## src/rtl/seq_divider_pkg.sv

```systemverilog
// Shared definitions for the sequential restoring divider: default width,
// step counter width and the control FSM state encoding.
package seq_divider_pkg;

  localparam int DIV_WIDTH = 64;
  localparam int CNT_WIDTH = 6;

  typedef enum logic [1:0] {
    IDLE = 2'd0,
    RUN  = 2'd1,
    DONE = 2'd2
  } state_t;

endpackage

```

## src/rtl/seq_divider_div_step.sv

```systemverilog
// One restoring-division step: ripple subtract of the divisor from the shifted
// partial remainder, with an extra top bit so the borrow is exact.
module seq_divider_div_step
  import seq_divider_pkg::*;
#(
  parameter int WIDTH = DIV_WIDTH
) (
  input  logic [WIDTH:0]   shifted,
  input  logic [WIDTH-1:0] divisor,
  output logic             borrow,
  output logic [WIDTH-1:0] next_rem
);

  logic             subtract_signal;
  logic [WIDTH-1:0] b_eff;
  logic [WIDTH:0]   carry;
  logic [WIDTH-1:0] trial;

  assign subtract_signal = 1'b1;

  always_comb begin
    b_eff    = divisor ^ {WIDTH{subtract_signal}};
    carry    = '0;
    carry[0] = subtract_signal;
    trial    = '0;
    for (int i = 0; i < WIDTH; i++) begin
      trial[i]   = shifted[i] ^ b_eff[i] ^ carry[i];
      carry[i+1] = (shifted[i] & b_eff[i]) | (carry[i] & (shifted[i] ^ b_eff[i]));
    end
    // Extension bit: the zero-extended divisor contributes an inverted 0 (= 1).
    borrow = ~((shifted[WIDTH] & subtract_signal) |
               (carry[WIDTH] & (shifted[WIDTH] ^ subtract_signal)));
    // The kept remainder is always below the divisor, so it fits in WIDTH bits.
    next_rem = borrow ? shifted[WIDTH-1:0] : trial;
  end

endmodule

```

## src/rtl/seq_divider.sv

```systemverilog
// Unsigned sequential divider: one restoring step per cycle, WIDTH cycles per
// result, valid/ready handshakes on operand and result sides.
module seq_divider
  import seq_divider_pkg::*;
#(
  parameter int WIDTH = DIV_WIDTH
) (
  input  logic             clk,
  input  logic             reset,
  input  logic             in_valid,
  output logic             in_ready,
  input  logic [WIDTH-1:0] dividend,
  input  logic [WIDTH-1:0] divisor,
  output logic             out_valid,
  input  logic             out_ready,
  output logic [WIDTH-1:0] quotient,
  output logic [WIDTH-1:0] remainder,
  output logic             div_by_zero
);

  // Handshake: a transfer happens on a rising edge where valid and ready are
  // both 1; ready never depends on valid, and a producer holds its data while
  // valid is 1 and ready is 0.

  localparam int CW = $clog2(WIDTH);

  state_t           state;
  state_t           state_next;
  logic [WIDTH-1:0] divisor_q;
  logic [WIDTH-1:0] rem_q;
  logic [WIDTH-1:0] qreg;
  logic [CW-1:0]    cnt;
  logic             zero_div;
  logic [WIDTH-1:0] quotient_q;
  logic [WIDTH-1:0] remainder_q;
  logic             dbz_q;

  logic [WIDTH:0]   shifted;
  logic             borrow;
  logic [WIDTH-1:0] next_rem;
  logic [WIDTH-1:0] q_next;
  logic             last_step;

  assign shifted   = {1'b0, rem_q, qreg[WIDTH-1]};
  assign q_next    = {qreg[WIDTH-2:0], ~borrow};
  assign last_step = (cnt == CW'(WIDTH - 1));

  seq_divider_div_step #(.WIDTH(WIDTH)) u_step (
    .shifted  (shifted),
    .divisor  (divisor_q),
    .borrow   (borrow),
    .next_rem (next_rem)
  );

  always_ff @(posedge clk) begin
    if (reset) state <= IDLE;
    else       state <= state_next;
  end

  always_comb begin
    state_next = state;
    case (state)
      IDLE:    if (in_valid) state_next = RUN;
      RUN:     if (zero_div || last_step) state_next = DONE;
      DONE:    if (out_ready) state_next = IDLE;
      default: state_next = IDLE;
    endcase
  end

  always_comb begin
    in_ready  = (state == IDLE);
    out_valid = (state == DONE);
  end

  always_ff @(posedge clk) begin
    if (reset) begin
      divisor_q   <= '0;
      rem_q       <= '0;
      qreg        <= '0;
      cnt         <= '0;
      zero_div    <= 1'b0;
      quotient_q  <= '0;
      remainder_q <= '0;
      dbz_q       <= 1'b0;
    end else begin
      case (state)
        IDLE: if (in_valid) begin
          divisor_q <= divisor;
          rem_q     <= '0;
          qreg      <= dividend;
          cnt       <= '0;
          zero_div  <= (divisor == '0);
          if (divisor != '0) dbz_q <= 1'b0;
        end
        RUN: if (zero_div) begin
          // Zero divisor spends its single busy cycle here without stepping.
          quotient_q  <= '1;
          remainder_q <= qreg;
          dbz_q       <= 1'b1;
        end else begin
          rem_q <= next_rem;
          qreg  <= q_next;
          cnt   <= cnt + 1'b1;
          if (last_step) begin
            quotient_q  <= q_next;
            remainder_q <= next_rem;
          end
        end
        default: ;
      endcase
    end
  end

  assign quotient    = quotient_q;
  assign remainder   = remainder_q;
  assign div_by_zero = dbz_q;

endmodule

```

## config.mk

```make
export PLATFORM = sky130hd
export DESIGN_NAME = seq_divider
export DESIGN_NICKNAME = d
export VERILOG_FILES = /design/src/rtl/seq_divider_pkg.sv /design/src/rtl/seq_divider_div_step.sv /design/src/rtl/seq_divider.sv
export SDC_FILE = /design/constraint.sdc
export NUM_CORES = 1
export LEC_CHECK = 0
export BUFFER_PORTS_ARGS = -buffer_cell sky130_fd_sc_hd__buf_2
export CORE_UTILIZATION = 60
export CTS_BUF_LIST = sky130_fd_sc_hd__clkbuf_4 sky130_fd_sc_hd__clkbuf_8 sky130_fd_sc_hd__clkbuf_16
export CTS_CLUSTER_DIAMETER = 30
export DETAILED_ROUTE_END_ITERATION = 10
export GPL_TIMING_DRIVEN = 0
export PLACE_DENSITY = 0.87
export SKIP_LAST_GASP = 1
export SYNTH_ARGS = -nofsm -noshare
export SYNTH_HDL_FRONTEND = slang
export SYNTH_HIERARCHICAL = 1
export SYNTH_SLANG_ARGS = --single-unit
```

## constraint.sdc

```tcl
create_clock -name clk -period 55.6 [get_ports clk]
set_clock_uncertainty 0.1 [all_clocks]
set_input_delay 2.78 -clock clk [delete_from_list [all_inputs] [get_ports clk]]
set_output_delay 2.78 -clock clk [all_outputs]
set_load 0.05 [all_outputs]
```

* After elaboration in Yosys (flattened, before gate mapping)
Index checks and enable logic that the tools add are counted.
** Word-level totals
- Output and inout port bits :: 131
- Input bits :: 132
- Register bits :: 330
** Operators by class
- Reduce and logical (&&, ||, !) cells :: 11
- Add/subtract/negate cells :: 1
- Bitwise operators :: 323
- Equality and inequality tests :: 9
- Multiplexer cells :: 22
** Operators with widths (number)
- 64-bit 2-to-1 mux :: 9
- 64-bit case mux with 2 select lines :: 2
- 1-bit bitwise AND :: 128
- 1-bit XOR :: 127
- 1-bit OR :: 65
- 64-bit logical NOT :: 1
- 64-bit NOT :: 1
- 64-bit nonzero test :: 1
- 6-bit 2-to-1 mux :: 2
- 6-bit case mux with 2 select lines :: 1
- 2-bit inequality test, second input constant :: 4
- 6-bit by 1-bit adder with 6-bit output, second input constant :: 1
- 6-bit == test, second input constant :: 1
- 2-bit 2-to-1 mux :: 3
- 2-bit case mux with 3 select lines :: 1
- 3-bit AND reduction :: 2
- 2-bit by 1-bit inequality test with 1-bit output, second input constant :: 2
- 2-bit AND reduction :: 2
- 4-bit AND reduction :: 1
- 2-bit nonzero test :: 2
- 1-bit 2-to-1 mux :: 3
- 2-bit by 1-bit == test with 1-bit output, second input constant :: 1
- 2-bit == test, second input constant :: 1
- 2-bit logical NOT :: 1
- 3 further kinds :: 4

* Longest topological paths before layout
Gate-level depths: netlist of run 1.
- Depth after elaboration :: 134
- Gate-level depth with buffers :: 74
- Depth with buffers taken out :: 72

* Cells and area by module
The synthesis of run 1 kept the hierarchy.
** By module, submodules not included
- seq_divider :: instances 1, area an instance 12747.2 um^2, cells an instance 1375
- seq_divider_div_step :: instances 1, area an instance 2254.7 um^2, cells an instance 203

* Worst setup path after synthesis of run 1
No wires, ideal clock.
- Path type :: register to register
- Start :: register qreg[63]
- End :: register remainder_q[32], in the netlist remainder[32]
- Arrival :: 25.331 ns
- Setup time :: 0.086 ns
- Buffers on the path :: 3
- Setup slack :: 30.084 ns
- Data required time :: 55.414 ns
- Cell stages (with the launch flop) :: 75
- Path through :: dfxtp_1 -> inv_1 -> ha_1 -> fa_1 -> fa_1 -> fa_1 -> fa_1 -> fa_1 -> fa_1 -> fa_1 -> fa_1 -> fa_1 -> fa_1 -> fa_1 -> fa_1 -> fa_1 -> fa_1 -> fa_1 -> [... 39 more ...] -> fa_1 -> fa_1 -> fa_1 -> fa_1 -> fa_1 -> fa_1 -> inv_1 -> fa_1 -> inv_1 -> fa_1 -> fa_1 -> nand2b_4 -> buf_6 -> buf_6 -> buf_6 -> mux2i_1 -> mux2i_1 -> a211oi_1
** Between the ends
- Cells in the longest elaborated chain, start to end :: 133
** Ends and longest elaborated chain
- start: declaration :: RTL line seq_divider.sv:31 : logic [WIDTH-1:0] qreg;
- start signal: assignment :: RTL line seq_divider.sv:90 : qreg <= dividend;
- start signal: assignment :: RTL line seq_divider.sv:102 : qreg <= q_next;
- 1-bit bitwise AND or 1-bit XOR (tied branches) :: RTL line seq_divider_div_step.sv:28 : carry[i+1] = (shifted[i] & b_eff[i]) | (carry[i] & (shifted[i] ^ b_eff[i]));
- 1-bit OR (*) :: RTL line seq_divider_div_step.sv:28
- 1-bit bitwise AND (*) :: RTL line seq_divider_div_step.sv:28
- 1-bit OR (*) :: RTL line seq_divider_div_step.sv:28
- 1-bit bitwise AND (*) :: RTL line seq_divider_div_step.sv:28
- 1-bit OR (*) :: RTL line seq_divider_div_step.sv:28
- 1-bit bitwise AND (*) :: RTL line seq_divider_div_step.sv:28
- 1-bit OR (*) :: RTL line seq_divider_div_step.sv:28
- [... 118 more ...]
- 1-bit bitwise AND :: RTL line seq_divider_div_step.sv:28
- 1-bit OR :: RTL line seq_divider_div_step.sv:28
- 1-bit bitwise AND :: RTL line seq_divider_div_step.sv:32 : (carry[WIDTH] & (shifted[WIDTH] ^ subtract_signal)));
- 1-bit OR :: RTL line seq_divider_div_step.sv:31 : borrow = ~((shifted[WIDTH] & subtract_signal) |
- 64-bit 2-to-1 mux (*) :: RTL line seq_divider_div_step.sv:34 : next_rem = borrow ? shifted[WIDTH-1:0] : trial;
- via next_rem[32] :: RTL line seq_divider.sv:40 : logic [WIDTH-1:0] next_rem;
- 64-bit 2-to-1 mux (*) :: RTL line seq_divider.sv:104 : if (last_step) begin
- 64-bit 2-to-1 mux (*) :: RTL line seq_divider.sv:95 : RUN: if (zero_div) begin
- end signal: assignment :: RTL line seq_divider.sv:98 : remainder_q <= qreg;
- end signal: assignment :: RTL line seq_divider.sv:106 : remainder_q <= next_rem;
- end: declaration :: RTL line seq_divider.sv:35 : logic [WIDTH-1:0] remainder_q;
Mark *: on every way through the listed nets, which the timed path passes. The rest lies on a longest branch. The select of a mux whose other input is x is not followed.
A chain may end at the register's enable or synchronous reset.

* Final worst setup path of run 1
- Start :: register qreg[63]
- End :: register remainder_q[46], in the netlist remainder[46]
** Between the ends
- Cells in the longest elaborated chain, start to end :: 133
** Ends and longest elaborated chain (RTL line)
- 1-bit bitwise AND or 1-bit XOR (tied branches) :: seq_divider_div_step.sv:28
- 1-bit OR (*) :: seq_divider_div_step.sv:28
- 1-bit bitwise AND (*) :: seq_divider_div_step.sv:28
- 1-bit OR (*) :: seq_divider_div_step.sv:28
- 1-bit bitwise AND (*) :: seq_divider_div_step.sv:28
- 1-bit OR (*) :: seq_divider_div_step.sv:28
- 1-bit bitwise AND (*) :: seq_divider_div_step.sv:28
- 1-bit OR (*) :: seq_divider_div_step.sv:28
- [... 118 more ...]
- 1-bit bitwise AND :: seq_divider_div_step.sv:28
- 1-bit OR :: seq_divider_div_step.sv:28
- 1-bit bitwise AND :: seq_divider_div_step.sv:32
- 1-bit OR :: seq_divider_div_step.sv:31
- 64-bit 2-to-1 mux (*) :: seq_divider_div_step.sv:34
- via next_rem[46] :: seq_divider.sv:40
- 64-bit 2-to-1 mux (*) :: seq_divider.sv:104
- 64-bit 2-to-1 mux (*) :: seq_divider.sv:95
Marked as above.

==> results of run 1 <==
flip-flops by register name, indices dropped and copies added (netlist names):
register and cells:
cnt 6, div_by_zero 1, divisor_q 64, qreg 64, quotient 64, rem_q 64, remainder 64, state 2
zero_div 1
cells in the final DEF, fill, tap and decap left out, drive strengths merged, types with 7 or more instances in the layout:
cell type	instances
buf	355
dfxtp	330
nand2	258
nor2	137
a21oi	132
mux2i	127
clkbuf	116
inv	76
a211oi	69
a22oi	66
a311oi	63
fa	63
o221a	63
nor4	15
clkinv	15
bufinv	13
diode	11
nor3	7
cell usage after synthesis, types with 2 or more instances:
cell type  number
dfxtp_1       330
nand2_1       257
nor2_1        136
a21oi_1       130
mux2i_1       127
buf_2          73
a211oi_1       69
inv_1          69
a22oi_1        66
a311oi_1       63
fa_1           63
o221a_2        55
clkbuf_1       49
nor4_1         15
buf_6          12
buf_4           8
o221a_1         8
nor3_1          7
nand3_1         4
xnor2_1         4
nand2b_4        3
nor2b_1         3
a21oi_2         2
and4_1          2
ha_1            2
nand4_1         2
o21a_1          2
or3_1           2
layer usage:
| layer | global-route usage [%] | wire length, um | vias up |
|---|---|---|---|
| li1 | - | - | 6253 |
| met1 | 47.06 | 18420 | 6796 |
| met2 | 60.16 | 22820 | 912 |
| met3 | 8.156 | 4595 | 206 |
| met4 | 20.09 | 2443 | 4 |
| met5 | 0 | 27 | - |
path summary, 6_finish.rpt:
kind,end,slack [ns],depth (start not counted)
max,remainder[46],28.03,74
min,quotient[63],0.37,1
max reg2reg,remainder[46],28.03,74
min reg2reg,quotient[63],0.37,1
where the power goes:
group / internal, mW / total (mW) / switching (mW)
Sequential: 0.259 / 0.276 / 0.0171
Clock: 0.258 / 0.383 / 0.124
Combinational: 0.190 / 0.440 / 0.250
Total: 0.707 / 1.10 / 0.391
cell type report:
type                            count  share of cell area [%]
Antenna cell                       11                  0.1460
Buffer                            143                   3.969
Clock buffer                       67                   8.157
Clock inverter                     37                   3.040
Inverter                           71                   1.427
Multi-Input combinational cell   1034                   39.14
Sequential cell                   330                   35.04
Tap cell                          324                   2.150
Timing Repair Buffer              261                   6.929
cells by family (layout without fill, tap and decap cells):
kind of cell    Yosys count  after routing
simple gates            436            436
xor+xnor                  4              4
compound gates          401            401
fa+ha+maj                65             65
buf+inv                 214            579
other cells               0             11
flops                   330            330
mux                     128            128
==> run metrics, run 1 <==
Synth top area share=44.04%; Via Count=14,171; total negative setup slack=0 ns; most frequent CP cell=fa_1; First-pass DRT Iterations=9; Post-CTS Hold Buffers=0; kind of critical path=flip-flop to flip-flop; height of the die=160.1 um; cell area after synthesis=0.01500 sq mm; pre-CTS WS=28.71 ns; Clock Pin Slew Worst Setup and Hold Paths=0.05 ns; Post-Synth XOR/XNOR Area=0.2335%; CP startpoint kind=flip-flop; gr usage total=37.42%; Finished Layout Cells=2,278; Antenna Nets Post-Route=0; Slew Limit Fails=0; compound-gate portion of the synthesized area=20.08%; DRC viols=2; number of synthesized register bits=330; initial antenna violation count=11; Tot Pwr=1.098 mW; async set or reset register ratio after synthesis=0%; Final setup viols=0; HP Class=flip-flop to flip-flop; post-cts repair resize count=0; Max-Cap Viols=0; Slew headroom=39.55%; Max Buffers Root-to-Sink=3; DP Area=0.01671 sq mm; failing checks=DRC; Post-Synth Adder-Cell Area=8.574%; Ports=263; peak supply drop=0.00003844 V; CP arrival=27.94 ns; syn_area_per_cell=9.507 sq um; RSZ-0062 raised after global routing=false; area grow syn2layout=25.66%; GRT overflow=0; post-synth cell types=43; Root Buffer=clkbuf_16; Site Rows=57; prevailing post-synth register cell=dfxtp_1; Layout fillers=1,569; area taken by flip-flops and latches=0.006606 sq mm; Req. time, crit path=55.97 ns; Setup crit start=qreg[63]; Fin Hold WS=0.3669 ns; CTS sink cnt=330; Buf/Inv on CP=6; clock buffer count from CTS=57; DR WL/cell=21.21 um; Clock Latency Late Sink=0.57 ns; Via density=6.221; Gate Count Post-Synth=1,578; H-tree depth=2; setup bufs post-CTS=0; synthesis warning total=6; area leader, netlist=dfxtp_1; fin crit share=49.59%; leakage power=7.597 nW; register area share after synthesis=44.04%; layout cells sized above 1=27.02%; fin util=77.29%; Post-synth EDFFs=0; Final WS setup=28.03 ns; die footprint=0.02564 sq mm; worst r2r src=qreg[63]; fin area=0.01885 sq mm; post-synthesis simple-gate area fraction=11.75%; Tmin final=27.57 ns; fin nets=2,095; CTS tree=built; gpl congestion=0.9131; final WL=48.31 mm; Slowest-stage cell, CP=fa_1; PD cells=58.25 mW/mm^2; Max Fclk=0.03627 GHz; Max stage delay on crit path=0.46 ns; Initial Utilization=61.51%; status=finished, violations left; largest cells by area after synthesis=dfxtp_1 (44%), mux2i_1 (8.5%), fa_1 (8.4%); Post-Syn Nets=1,775; Final Hold Fails=0; largest family of logic cells by synthesized area=compound AO/OA/AOI/OAI gates; HP Start=quotient[63]; IO buf count=261; Worst path top cell family by delay=adder cells; Detailed Place HPWL=32.75 mm; critical path endpoint category=flip-flop; largest net degree at the start of global routing=15; first-pass GRT wire length=75.46 mm; CP max FO=10; multi-input logic area=0.007378 sq mm; die width=160.1 um; vias in the first global route=14,102; worst slew pin tran=0.9066 ns; Core Region=0.02439 sq mm; post-synthesis mux area share=8.549%; Placed Cells=2,163; First DRT Iteration DRCs=1,782
(Power assumes the default switching activity.)
==> run 2, diff against run 1 <==
CORE_UTILIZATION = 51   (was 60)
PLACE_DENSITY = 0.79   (was 0.87)
clock period = 22.7 ns   (was 55.6 ns; I/O delays follow)
==> run 2 against run 1 <==
Compared with the run above:
- the flow finishes with violations (setup timing)
- global-route usage is 4.8 points lower
- clock-buffer cell count is 19 higher
- critical path depth is 1 lower
==> run metrics, run 2 (synthesized netlist as in run 1, its figures left out) <==
Setup crit start=qreg[63]; height of the die=173.5 um; First DRT Iteration DRCs=1,357; H-tree depth=3; final WL=51.12 mm; DR WL/cell=21.62 um; die footprint=0.03011 sq mm; Max Fclk=0.04148 GHz; failing checks=setup timing; fin crit share=106.2%; Clock Pin Slew Worst Setup and Hold Paths=0.05 ns; most frequent cells in the layout=buf_2 (334), dfxtp_1 (329), nand2_1 (257), nor2_1 (136), a21oi_1 (130); CP arrival=24.46 ns; Max-Cap Viols=0; Root Buffer=clkbuf_16; Antenna Nets Post-Route=0; clock buffer count from CTS=68; status=finished, violations left; IO buf count=261; Core Region=0.02886 sq mm; Clock Latency Late Sink=0.57 ns; CP startpoint kind=flip-flop; area grow syn2layout=36.10%; GRT overflow=0; worst r2r src=qreg[63]; CTS sink cnt=330; Slowest-stage cell, CP=fa_2; layout cells sized above 1=36.62%; most frequent CP cell=fa_2; die width=173.5 um; area taken by flip-flops and latches=0.006608 sq mm; reg2reg end=remainder[16]; Final setup viols=130; DP Area=0.01697 sq mm; total negative setup slack=-157.93 ns; Site Rows=62; Max Buffers Root-to-Sink=3; first-pass GRT wire length=76.90 mm; Slew headroom=38.36%; flop-to-flop setup slack=-1.41 ns; R2R depth=73; fin nets=2,122; Max stage delay on crit path=0.40 ns; Initial Utilization=51.99%; Tmin final=24.11 ns; vias in the first global route=14,258; RSZ-0062 raised after global routing=true; Via density=5.974; leakage power=7.837 nW; initial antenna violation count=5; gpl congestion=0.8959; Via Count=14,123; gr usage total=32.58%; Slew Limit Fails=0; Req. time, crit path=23.05 ns; PD cells=175.2 mW/mm^2; largest net degree at the start of global routing=13; Tot Pwr=3.576 mW; Layout fillers=2,034; worst slew pin tran=0.9246 ns; Post-CTS Hold Buffers=0; Final Hold Fails=0; Critical Path Sink=remainder[16]; multi-input logic area=0.008436 sq mm; peak supply drop=0.00009918 V; commonest non-fill, non-tap cell in the layout=buf_2; Ports=263; CTS tree=built; First-pass DRT Iterations=7; fin area=0.02042 sq mm; critical path endpoint category=flip-flop; CP max FO=5; HP Class=flip-flop to flip-flop; DRC viols=0; Final WS setup=-1.407 ns; kind of critical path=flip-flop to flip-flop; Detailed Place HPWL=33.30 mm
-- run 2: cell type report --
class | instances | share of cell area (%)
diodes | 3 | 0.03677
plain buffers | 141 | 3.842
clock buffers | 86 | 9.437
clock inverters | 36 | 1.857
inverters | 71 | 1.342
multi-input cells | 1034 | 41.32
flip-flops and latches | 330 | 32.36
well taps | 384 | 2.353
repair buffers | 279 | 7.452
-- run 2: worst max-delay path: cells and delay by family, from the launching register on --
family	cells	cell delay [ns]
fa+ha+maj	64	22.18
buf+inv	5	0.51
mux	2	0.39
flops	1	0.35
compound gates	1	0.29
simple gates	1	0.11
-- run 2: per-layer routing --
metal / wire length (um) / GRT usage, % / share of wire [%]
met1: 19920 / 39.93 / 39
met3: 4328 / 6.513 / 8.5
met2: 24370 / 53.53 / 48
met4: 2476 / 18.58 / 4.8
met5: 26 / 0 / 0.051
-- run 2: stage by stage --
stage | setup slack [ns] | hold slack [ns] | utilization, % | std cells
final | -1.407 | 0.3687 | 70.75 | 2364
after global routing | -1.709 | 0.3821 | 70.75 | 2364
after CTS | -1.117 | 0.3647 | 69.70 | 2359
after detailed placement | -1.201 | 0.3584 | 58.81 | 2223
after global placement | -0.9670 | 0.3512 | 58.81 | 2223
after floorplan | -0.2749 | 0.3363 | - | 1578
-- run 2: power breakdown --
group	leakage, nW	total [mW]	internal, mW	switching (mW)
logic	4.03	1.91	1.01	0.897
clock network	1.12	0.989	0.652	0.337
registers	2.69	0.680	0.634	0.0461
-- run 2: how the worst min path moves through the flow --
stage / startpoint / to / slack, ns / cells after the start
6_report: divisor_q[61] / divisor_q[61] / 0.37 / 2
3_3_place_gp: divisor_q[61] / divisor_q[61] / 0.35 / 2
2_1_floorplan: divisor_q[61] / divisor_q[61] / 0.34 / 2
4_1_cts: divisor_q[61] / divisor_q[61] / 0.36 / 2
5_1_grt: divisor_q[61] / divisor_q[61] / 0.38 / 2
3_5_place_dp: divisor_q[61] / divisor_q[61] / 0.36 / 2
-- run 2: repair_timing --
action	in CTS	in global routing
endpoints found under the setup margin	130	130
buffers inserted	13	2
gates resized for setup	128	47
pin swaps	9	10
gates cloned	2	1
